==> config.mk <==
export PLATFORM = sky130hd
export DESIGN_NAME = pre_i_buf_ctrl
export DESIGN_NICKNAME = d
export VERILOG_FILES = /design/src/rtl/pre_i_buf_ctrl.sv
export SDC_FILE = /design/constraint.sdc
export NUM_CORES = 1
export LEC_CHECK = 0
export CAP_MARGIN = 40
export CORE_AREA = 2 2 99 73
export CTS_BUF_LIST = sky130_fd_sc_hd__clkbuf_16
export CTS_CLUSTER_SIZE = 24
export DETAILED_ROUTE_END_ITERATION = 6
export DIE_AREA = 0 0 101 75
export HOLD_SLACK_MARGIN = 0.06
export PLACE_DENSITY = 0.83
export SLEW_MARGIN = 5
export SYNTH_ARGS = -nofsm -noshare
export SYNTH_HDL_FRONTEND = slang
export SYNTH_SLANG_ARGS = --single-unit
export TNS_END_PERCENT = 10
==> constraint.sdc <==
create_clock -name clk -period 1.39 [get_ports clk]
set_input_delay 0.3475 -clock clk [delete_from_list [all_inputs] [get_ports clk]]
set_output_delay 0.3475 -clock clk [all_outputs]
set_load 0.02 [all_outputs]
==> src/rtl/pre_i_buf_ctrl.sv <==
// Ping-pong controller for the pre-intra 8x8 pixel buffer.
// Two 16-word banks: the writer fills one bank while the reader streams the other.
// Drives both RAM ports directly and muxes the registered RAM read data.
module pre_i_buf_ctrl (
    input  logic        clk,
    input  logic        rst,
    input  logic        clr,
    input  logic        wr_valid,
    input  logic [31:0] wr_data,
    output logic        wr_ready,
    input  logic        rd_start,
    output logic        rd_avail,
    output logic        rd_valid,
    output logic [31:0] rd_data,
    output logic [3:0]  rd_idx,
    output logic        rd_last,
    output logic [1:0]  full_cnt,
    output logic [1:0]  ram_we,
    output logic [3:0]  ram_waddr,
    output logic [31:0] ram_wdata,
    output logic [1:0]  ram_rd,
    output logic [3:0]  ram_raddr,
    input  logic [31:0] ram0_rdata,
    input  logic [31:0] ram1_rdata
);

    typedef enum logic [0:0] {StIdle, StRead} rd_state_e;

    logic [1:0] full_q, full_d;
    logic       wbank_q, wbank_d;
    logic [3:0] wcnt_q, wcnt_d;
    logic       rbank_q, rbank_d;
    logic [3:0] rcnt_q, rcnt_d;
    rd_state_e  state_q, state_d;
    logic       rd_valid_q;
    logic [3:0] rd_idx_q;
    logic       rd_sel_q;

    logic wr_acc;
    logic wr_done;
    logic rd_done;

    // Write side: accept into the current bank while it is empty, flip banks after word 15.
    always_comb begin
        wr_ready  = ~full_q[wbank_q] & ~clr;
        wr_acc    = wr_valid & wr_ready;
        wr_done   = wr_acc & (wcnt_q == 4'd15);
        ram_we    = 2'b00;
        if (wr_acc) begin
            ram_we[wbank_q] = 1'b1;
        end
        ram_waddr = wcnt_q;
        ram_wdata = wr_data;
        wcnt_d    = wr_acc ? wcnt_q + 4'd1 : wcnt_q;
        wbank_d   = wr_done ? ~wbank_q : wbank_q;
    end

    // Reader FSM: wait for a full bank, then issue 16 consecutive reads from it.
    always_comb begin
        state_d   = state_q;
        rcnt_d    = rcnt_q;
        rbank_d   = rbank_q;
        rd_avail  = 1'b0;
        ram_rd    = 2'b00;
        ram_raddr = rcnt_q;
        rd_done   = 1'b0;
        unique case (state_q)
            StIdle: begin
                rd_avail = full_q[rbank_q];
                if (rd_start && full_q[rbank_q]) begin
                    state_d = StRead;
                    rcnt_d  = 4'd0;
                end
            end
            StRead: begin
                ram_rd[rbank_q] = 1'b1;
                rcnt_d          = rcnt_q + 4'd1;
                if (rcnt_q == 4'd15) begin
                    rd_done = 1'b1;
                    rbank_d = ~rbank_q;
                    state_d = StIdle;
                end
            end
            default: state_d = StIdle;
        endcase
    end

    // Full flags: writer sets, reader clears on issuing word 15; both may happen together.
    always_comb begin
        full_d = full_q;
        if (wr_done) begin
            full_d[wbank_q] = 1'b1;
        end
        if (rd_done) begin
            full_d[rbank_q] = 1'b0;
        end
    end

    // State registers; clr returns everything to reset values and drops in-flight reads.
    always_ff @(posedge clk or posedge rst) begin
        if (rst) begin
            full_q     <= 2'b00;
            wbank_q    <= 1'b0;
            wcnt_q     <= 4'd0;
            rbank_q    <= 1'b0;
            rcnt_q     <= 4'd0;
            state_q    <= StIdle;
            rd_valid_q <= 1'b0;
            rd_idx_q   <= 4'd0;
            rd_sel_q   <= 1'b0;
        end else if (clr) begin
            full_q     <= 2'b00;
            wbank_q    <= 1'b0;
            wcnt_q     <= 4'd0;
            rbank_q    <= 1'b0;
            rcnt_q     <= 4'd0;
            state_q    <= StIdle;
            rd_valid_q <= 1'b0;
            rd_idx_q   <= 4'd0;
            rd_sel_q   <= 1'b0;
        end else begin
            full_q     <= full_d;
            wbank_q    <= wbank_d;
            wcnt_q     <= wcnt_d;
            rbank_q    <= rbank_d;
            rcnt_q     <= rcnt_d;
            state_q    <= state_d;
            rd_valid_q <= |ram_rd;
            rd_idx_q   <= ram_raddr;
            rd_sel_q   <= rbank_q;
        end
    end

    // Output side: RAM data is already registered, so only the bank select is tracked.
    always_comb begin
        rd_valid = rd_valid_q;
        rd_idx   = rd_idx_q;
        rd_data  = rd_sel_q ? ram1_rdata : ram0_rdata;
        rd_last  = rd_valid_q & (rd_idx_q == 4'd15);
        full_cnt = {1'b0, full_q[0]} + {1'b0, full_q[1]};
    end

endmodule

Word level (Yosys, flattened, before mapping)
Index checks and enable logic that the tools add are counted.
Storage, ports and cells
  register bits after elaboration: 19
  input port bits: 101
  output and inout port bits: 86
  word-level logic and storage cells: 75
Cells by class
  add/sub/neg operators: 3
  magnitude comparators: 4
  equality and inequality tests: 4
  mux-type cells: 34
  bitwise gates (word level): 12
  reduce and logical (&&, ||, !) cells: 9
Operator list (number)
  32-bit 2-to-1 mux: 1
  4-bit 2-to-1 mux: 5
  1-bit 2-to-1 mux: 19
  4-bit == test (second input constant): 3
  2-bit 2-to-1 mux: 5
  4-bit by 1-bit adder with 4-bit output (second input constant): 2
  4-bit one-hot mux with 2 select lines: 1
  2-bit nonzero test: 4
  1-bit NOT: 5
  1-bit AND: 4
  1-bit by 2-bit < comparator with 1-bit output (second input constant): 2
  1-bit logical AND: 3
  3-bit inequality test (second input constant): 1
  1-bit by 1-bit adder with 2-bit output: 1
  2-bit AND: 1
  1-bit demux with 1-bit select: 2
  1-bit >= comparator (second input constant): 2
  2-bit NOT: 1
  2-bit OR: 1
  1-bit one-hot mux with 2 select lines: 1
  2-bit AND reduction: 1
  2-bit OR reduction: 1

Logic depth before layout (Yosys ltp)
Gate-level depths: netlist (run 1).
  depth in word-level cells: 10
  gate-level depth with buffers: 4
  gate-level depth less buffers: 4

Worst setup path after synthesis (run 1)
No wires, ideal clock.
  path kind: input to output
  from: input clr
  to: output ram_we[0]
  arrival: 1.123 ns
  required time: 1.043 ns
  setup slack: -0.081 ns
  stages on the path: 3
  buffers on the path: 1
  path through: clkbuf_8 -> nand2b_1 -> nor3_1
On the way
  cells in the longest elaborated chain, start to end: 4
RTL lines
  start, declared: line 7  | input logic clr,
  1-bit NOT: line 45  | wr_ready = ~full_q[wbank_q] & ~clr;
  1-bit AND: line 45
  1-bit AND: line 46  | wr_acc = wr_valid & wr_ready;
  2-bit 2-to-1 mux: line 49  | if (wr_acc) begin
  end, declared: line 18  | output logic [1:0] ram_we,
Every way passes these cells.

Worst setup path after layout (run 1)
  from: register rd_sel_q
  to: output rd_data[27]
On the way
  cells in the longest elaborated chain, start to end: 1
RTL lines
  start, declared: line 37  | logic rd_sel_q;
  start signal, assigned: line 130  | rd_sel_q <= rbank_q;
  32-bit 2-to-1 mux: line 138  | rd_data = rd_sel_q ? ram1_rdata : ram0_rdata;
  end, declared: line 14  | output logic [31:0] rd_data,
Every way passes these cells.

==> results of run 1 <==
[through the flow]
stage,hold WS (ns),std cells,setup TNS [ns],cell area [sq um]
3_5_place_dp,0.549,349,-22.43,2840
4_1_cts,0.451,360,-11.83,3060
3_3_place_gp,0.542,349,-21.53,2840
5_1_grt,0.468,360,-13.15,3110
2_1_floorplan,0.299,151,-1.40,1550
6_report,0.435,360,-11.66,3110
[worst min path at each step]
stage	endpoint	slack (ns)	cells after the start	startpoint
detailed placement	ram_waddr[3]	0.55	2	ram_waddr[3]
global placement	rd_idx[0]	0.54	1	ram_raddr[0]
floorplan	full_q[0]	0.30	1	rst
global route	rbank_q	0.47	3	rst
finish	wbank_q	0.43	3	rst
CTS	full_q[0]	0.45	3	rst
[state kept, by name (all words and copies together), names as in the netlist]
signal / cells
rd_sel_q: 1
rbank_q: 1
ram_raddr: 4
wbank_q: 1
full_q: 2
rd_valid: 1
ram_waddr: 4
rd_idx: 4
state_q: 1
[synth_stat cells, drive strengths merged]
library cell / n / area [sq um]
nand2: 1 / 3.75
o21ai: 3 / 15.0
or3: 1 / 6.26
and4: 2 / 17.5
a22o: 2 / 17.5
a31o: 1 / 8.76
a21oi: 5 / 25.0
buf: 36 / 267
nor2b: 7 / 43.8
a21bo: 1 / 10.0
nor2: 6 / 22.5
clkbuf: 2 / 17.5
inv: 6 / 22.5
and2: 1 / 6.26
nand2b: 2 / 12.5
nor3: 4 / 20.0
dfrtp: 19 / 475
a211oi: 4 / 35.0
xnor2: 2 / 17.5
a311oi: 1 / 8.76
ha: 3 / 37.5
nand3: 3 / 15.0
mux2i: 2 / 20.0
a41o: 1 / 10.0
mux2: 35 / 402
nand4b: 1 / 8.76
[cells in the final DEF (no fill, tap or decap), drive strengths merged]
| cell | Yosys | final |
|---|---|---|
| nor2 | 6 | 6 |
| clkdlybuf4s15 | 0 | 1 |
| a311oi | 1 | 1 |
| dfrtp | 19 | 19 |
| a21oi | 5 | 5 |
| o21ai | 3 | 3 |
| or3 | 1 | 1 |
| a21bo | 1 | 1 |
| buf | 36 | 86 |
| nand2b | 2 | 2 |
| xnor2 | 2 | 2 |
| dlygate4sd2 | 0 | 9 |
| nor2b | 7 | 7 |
| nor3 | 4 | 4 |
| nand3 | 3 | 3 |
| a211oi | 4 | 4 |
| mux2i | 2 | 2 |
| clkdlybuf4s50 | 0 | 66 |
| clkbuf | 2 | 3 |
| and2 | 1 | 1 |
| a31o | 1 | 1 |
| mux2 | 35 | 35 |
| nand2 | 1 | 1 |
| inv | 6 | 6 |
| a22o | 2 | 2 |
| a41o | 1 | 1 |
| ha | 3 | 3 |
| nand4b | 1 | 1 |
| clkinv | 0 | 1 |
| and4 | 2 | 2 |
[repair_timing]
item / CTS / global route
gates cloned: 3 / 0
gates resized for setup: 240 / 16
setup endpoints to repair: 62 / 49
setup buffers: 5 / 0
pin swaps: 4 / 1
[power by group through the flow]
stage	clock (uW)	sequential (uW)	combinational, uW
floorplan	0	574	285
global placement	0	570	479
detailed placement	0	570	483
CTS	598	560	494
global route	621	561	526
finish	593	561	498
[worst reg2reg max path, stage by stage (launching register included)]
cell	delay, ns
dfrtp_2	0.43
mux2_4	0.31
buf_4	0.15
or3_1	0.30
a21oi_1	0.12
[per-layer routing]
layer	routed length, um	vias to the layer above	part of all wire, %	GRT usage, %
met5	0	-	0	0
met4	89	0	1.5	4.20
met3	502	8	8.3	3.99
met2	3040	79	51	26.5
met1	2390	779	40	16.9
li1	-	758	-	-
[cell families (layout without fill, tap and decap cells)]
| family | Yosys count | count (layout) | share of synthesized area [%] |
|---|---|---|---|
| buf+inv | 44 | 172 | 19.8 |
| mux | 37 | 37 | 27.3 |
| simple gates | 28 | 28 | 10.1 |
| flops | 19 | 19 | 30.8 |
| compound gates | 18 | 18 | 8.42 |
| fa+ha+maj | 3 | 3 | 2.43 |
| xor+xnor | 2 | 2 | 1.13 |
[cell type report]
cell class                 instances  share of cell area [%]
sequential                        19                    15.4
inverter                           6                   0.723
tap                               81                    3.26
clock buffer                       3                    2.41
clock inverter                     1                   0.161
multi-input combinational         88                    28.0
timing repair buffer             162                    50.1
==> impl_metrics.toml, run 1 <==
[outcome]
status = "complete, but fails checks"
failed_checks = "negative setup slack"

[layout]
utilization_pct = 47.4
register_area_sq_um = 478
fillerInstances = 591
drive_gt1_share_pct = 52.0
nets = 384
area_delta_synth_final_pct = 101
multi_input_area_sq_um = 871
antenna_cells = 0

[floorplanning]
dieArea_sq_um = 7580
die_h_um = 75
rows = 25
io-pin-count = 187
fp.dieW_um = 101
initial_utilization_pct = 23.5
core_sq_um = 6570

[detailed_routing]
final_antenna_net_count = 0
drcViolationCount = 0
drt_iter0_drc = 19
post_drt_wl_per_cell_um = 16.7
drt_first_pass_iters = 4
vias = 1624
via_per_inst = 4.51
wirelength_um = 6020

[setup_path]
critPathLaunchType = "register"
crit_cells = 4
worst_path_most_repeated_cell = "buf_6"
worstPathRequired_ns = 1.04
reg2reg_depth = 4
crit_buf_inv = 3
cp-endpoint = "rd_data[27]"
slowest_delay_ns = 0.43
endpoint_kind = "output pin"
worstPathCellList = "buf_6, buf_12, mux2_4, buf_6"
crit_start = "rd_sel_q"
r2r_start = "full_q[0]"
path_class = "register to output pin"
arrival_ns = 1.41
cp_max_fo = 8
critPathSlowestCell = "dfrtp_2"
reg2reg_to = "ram_waddr[0]"
crit_family = "flip-flops"
regToRegSetupSlack_ns = 0

[clock_network]
clk_latency_ns = 0.25
cts_buffer_depth = 2
cts_tree = "built"
clkSinkCount = 19
htreeDepth = 1
cts_buffers = 3
ctsHoldBuffers = 0
clk_pin_slew_ns = 0.06
cts_root_buf = "clkbuf_16"

[placed_design]
place_ws_ns = -0.739
dp_hpwl_um = 4520
portBuffers = 122
place.gp.congestion = 0.780

[timing]
slew-limit-headroom_pct = 83.0
period_share_pct = 126
fin_ws_ns = -0.365
rsz0062_at_grt = "true"
worst_slew_pin_slew_ns = 0.256
hold_viol_final = 0
drv_slew = 0
fmax_mhz = 570
period_minus_slack_ns = 1.75
finalClockSkew_ns = 0.00393
setup_viol = 40

[power_and_ir_drop]
sw_frac_of_total_pct = 24.2
p_switching_uw = 399
p_clk_share_pct = 35.9
power_uw = 1650
combPwrFrac_pct = 30.1
p_leak_uw = 0.00143
irDropWorstVdd_mv = 0.360
powerDensity_nw_per_um2 = 530
pwr-share-seq_pct = 33.9
intPower_uw = 1250

[logic_synthesis]
avgSynthCellArea_sq_um = 10.2
syn_area_sq_um = 1550
synth.ff_latch_count = 19
syn_inst = 151
seq_area_frac_synth_pct = 30.8
ys_types = 32
ys_warn_count = 0
synth_nets = 255

[grt]
grt_overflow = 0
grt_pass1_vias = 1625
grt_first_pass_wirelength_um = 8560
antenna_found_initial = 0
grt.total_usage_pct = 14.5
grt_max_degree = 20

[min_path]
hold_path_class = "primary input to async pin"

[flow_run]
maxCapViolations = 0
Note: power is estimated with default switching activity, not from simulation.
==> inputs of run 2 (changes only) <==
- REMOVE_ABC_BUFFERS: default -> 1
==> impl_metrics.toml, run 2 (synthesized netlist as in run 1, its figures left out) <==
[outcome]
status = "complete, but fails checks"
failed_checks = "negative setup slack"

[timing]
worst_slew_pin_slew_ns = 0.316
fin_ws_ns = -0.323
hold_viol_final = 0
slew-limit-headroom_pct = 78.3
rsz0062_at_grt = "true"
period_minus_slack_ns = 1.71
finalClockSkew_ns = 0.000669
drv_slew = 0
period_share_pct = 123
setup_viol = 38
fmax_mhz = 584

[layout]
drive_gt1_share_pct = 44.9
area_delta_synth_final_pct = 99.7
final_cell_mix = "clkdlybuf4s50_1 (66), buf_6 (37), mux2_4 (34), buf_4 (23), dfrtp_1 (18)"
antenna_cells = 0
multi_input_area_sq_um = 933
fillerInstances = 599
nets = 370
final_common_cell = "clkdlybuf4s50_1"
register_area_sq_um = 477
layout.cells.non_filler = 346

[setup_path]
arrival_ns = 1.37
worstPathRequired_ns = 1.04
critPathLaunchType = "register"
cp_max_fo = 8
path_class = "register to output pin"
endpoint_kind = "output pin"

[flow_run]
maxCapViolations = 0

[placed_design]
place_ws_ns = -0.754
dp.cells = 339
portBuffers = 122
place.gp.congestion = 0.941
dp_hpwl_um = 5260

[detailed_routing]
post_drt_wl_per_cell_um = 20.7
vias = 1616
final_antenna_net_count = 0
drt_first_pass_iters = 4
drcViolationCount = 0
drt_iter0_drc = 79
via_per_inst = 4.67
wirelength_um = 7170

[clock_network]
htreeDepth = 1
cts_root_buf = "clkbuf_16"
clk_latency_ns = 0.24
cts_buffers = 3
cts_buffer_depth = 2
clkSinkCount = 19
clk_pin_slew_ns = 0.05
cts_tree = "built"

[floorplanning]
fp.dieW_um = 101
rows = 25
core_sq_um = 6570
dieArea_sq_um = 7580
io-pin-count = 187
die_h_um = 75
initial_utilization_pct = 23.5

[min_path]
hold_path_class = "primary input to async pin"

[grt]
grt_overflow = 0
grt_first_pass_wirelength_um = 9200
grt_max_degree = 20
grt_pass1_vias = 1559
antenna_found_initial = 0
grt.total_usage_pct = 16.5

[power_and_ir_drop]
pwr-share-seq_pct = 33.4
p_leak_uw = 0.00146
intPower_uw = 1290
powerDensity_nw_per_um2 = 543
p_switching_uw = 392
sw_frac_of_total_pct = 23.4
combPwrFrac_pct = 32.4
irDropWorstVdd_mv = 0.304
p_clk_share_pct = 34.2
==> run 2: changes by cell type in the layout (fill, tap and decap cells not counted), sizes merged <==
cell         delta
buf            -21
clkbuf          +2
clkinv          -1
dlygate4sd2     +5
inv             +1
==> run 2: path summary, 6_finish.rpt <==
kind / from / end / slack [ns] / cells after the start
max: rd_sel_q / rd_data[23] / -0.32 / 3
min: rst / rd_idx[3] / 0.45 / 3
max reg2reg: rbank_q / ram_raddr[1] / 0.02 / 4
min reg2reg: ram_waddr[3] / ram_waddr[3] / 0.55 / 2
max in group asynchronous: rst / rd_sel_q / 0.73 / 3
min in group clk: ram_waddr[3] / ram_waddr[3] / 0.55 / 2
==> run 2: layout make-up <==
cell class                 instances  share of cell area (%)
clock buffer                       3                    2.43
clock inverter                     1                   0.122
inverter                           6                   0.730
multi-input combinational         88                    30.3
sequential                        19                    15.5
tap                               81                    3.28
timing repair buffer             148                    47.7
==> run 2: metal layers <==
layer  vias to the layer above  global-route usage [%]  wire length, um
met5                         -                    3.21                0
met4                         0                    3.15               33
met3                         2                    13.0             1140
met2                       113                    25.3             3120
met1                       776                    18.3             2870
li1                        725                       -                -
==> run 2: what timing repair did <==
action                                  4_1_cts  5_1_grt
hold buffers                                  0        0
gates resized for setup                     213       93
endpoints found under the setup margin       60       51
buffers inserted                              2        0
pin swaps                                     0        4
gates cloned                                  2        1
==> run 2: metrics by stage <==
step | hold slack (ns) | utilization, % | instance area, sq um | total power, uW | setup TNS (ns)
after CTS | 0.457 | 42.6 | 2800 | 1600 | -11.67
after detailed placement | 0.557 | 42.2 | 2770 | 1050 | -23.18
final | 0.447 | 47.0 | 3090 | 1680 | -10.46
after global routing | 0.479 | 47.0 | 3090 | 1730 | -11.73
after floorplan | 0.299 | - | 1260 | 712 | -11.60
after global placement | 0.552 | 42.2 | 2770 | 1040 | -22.54
==> run 2: critical path: stages, from the launching register on <==
cell	delay, ns
dfrtp_2	0.47
clkbuf_16	0.20
mux2_4	0.31
buf_6	0.13
==> run 2: power by group through the flow <==
stage / sequential, uW / combinational, uW / clock (uW)
after global routing: 561 / 567 / 605
after CTS: 560 / 452 / 584
after detailed placement: 570 / 479 / 0
after global placement: 570 / 475 / 0
after floorplan: 574 / 138 / 0
final: 560 / 543 / 573
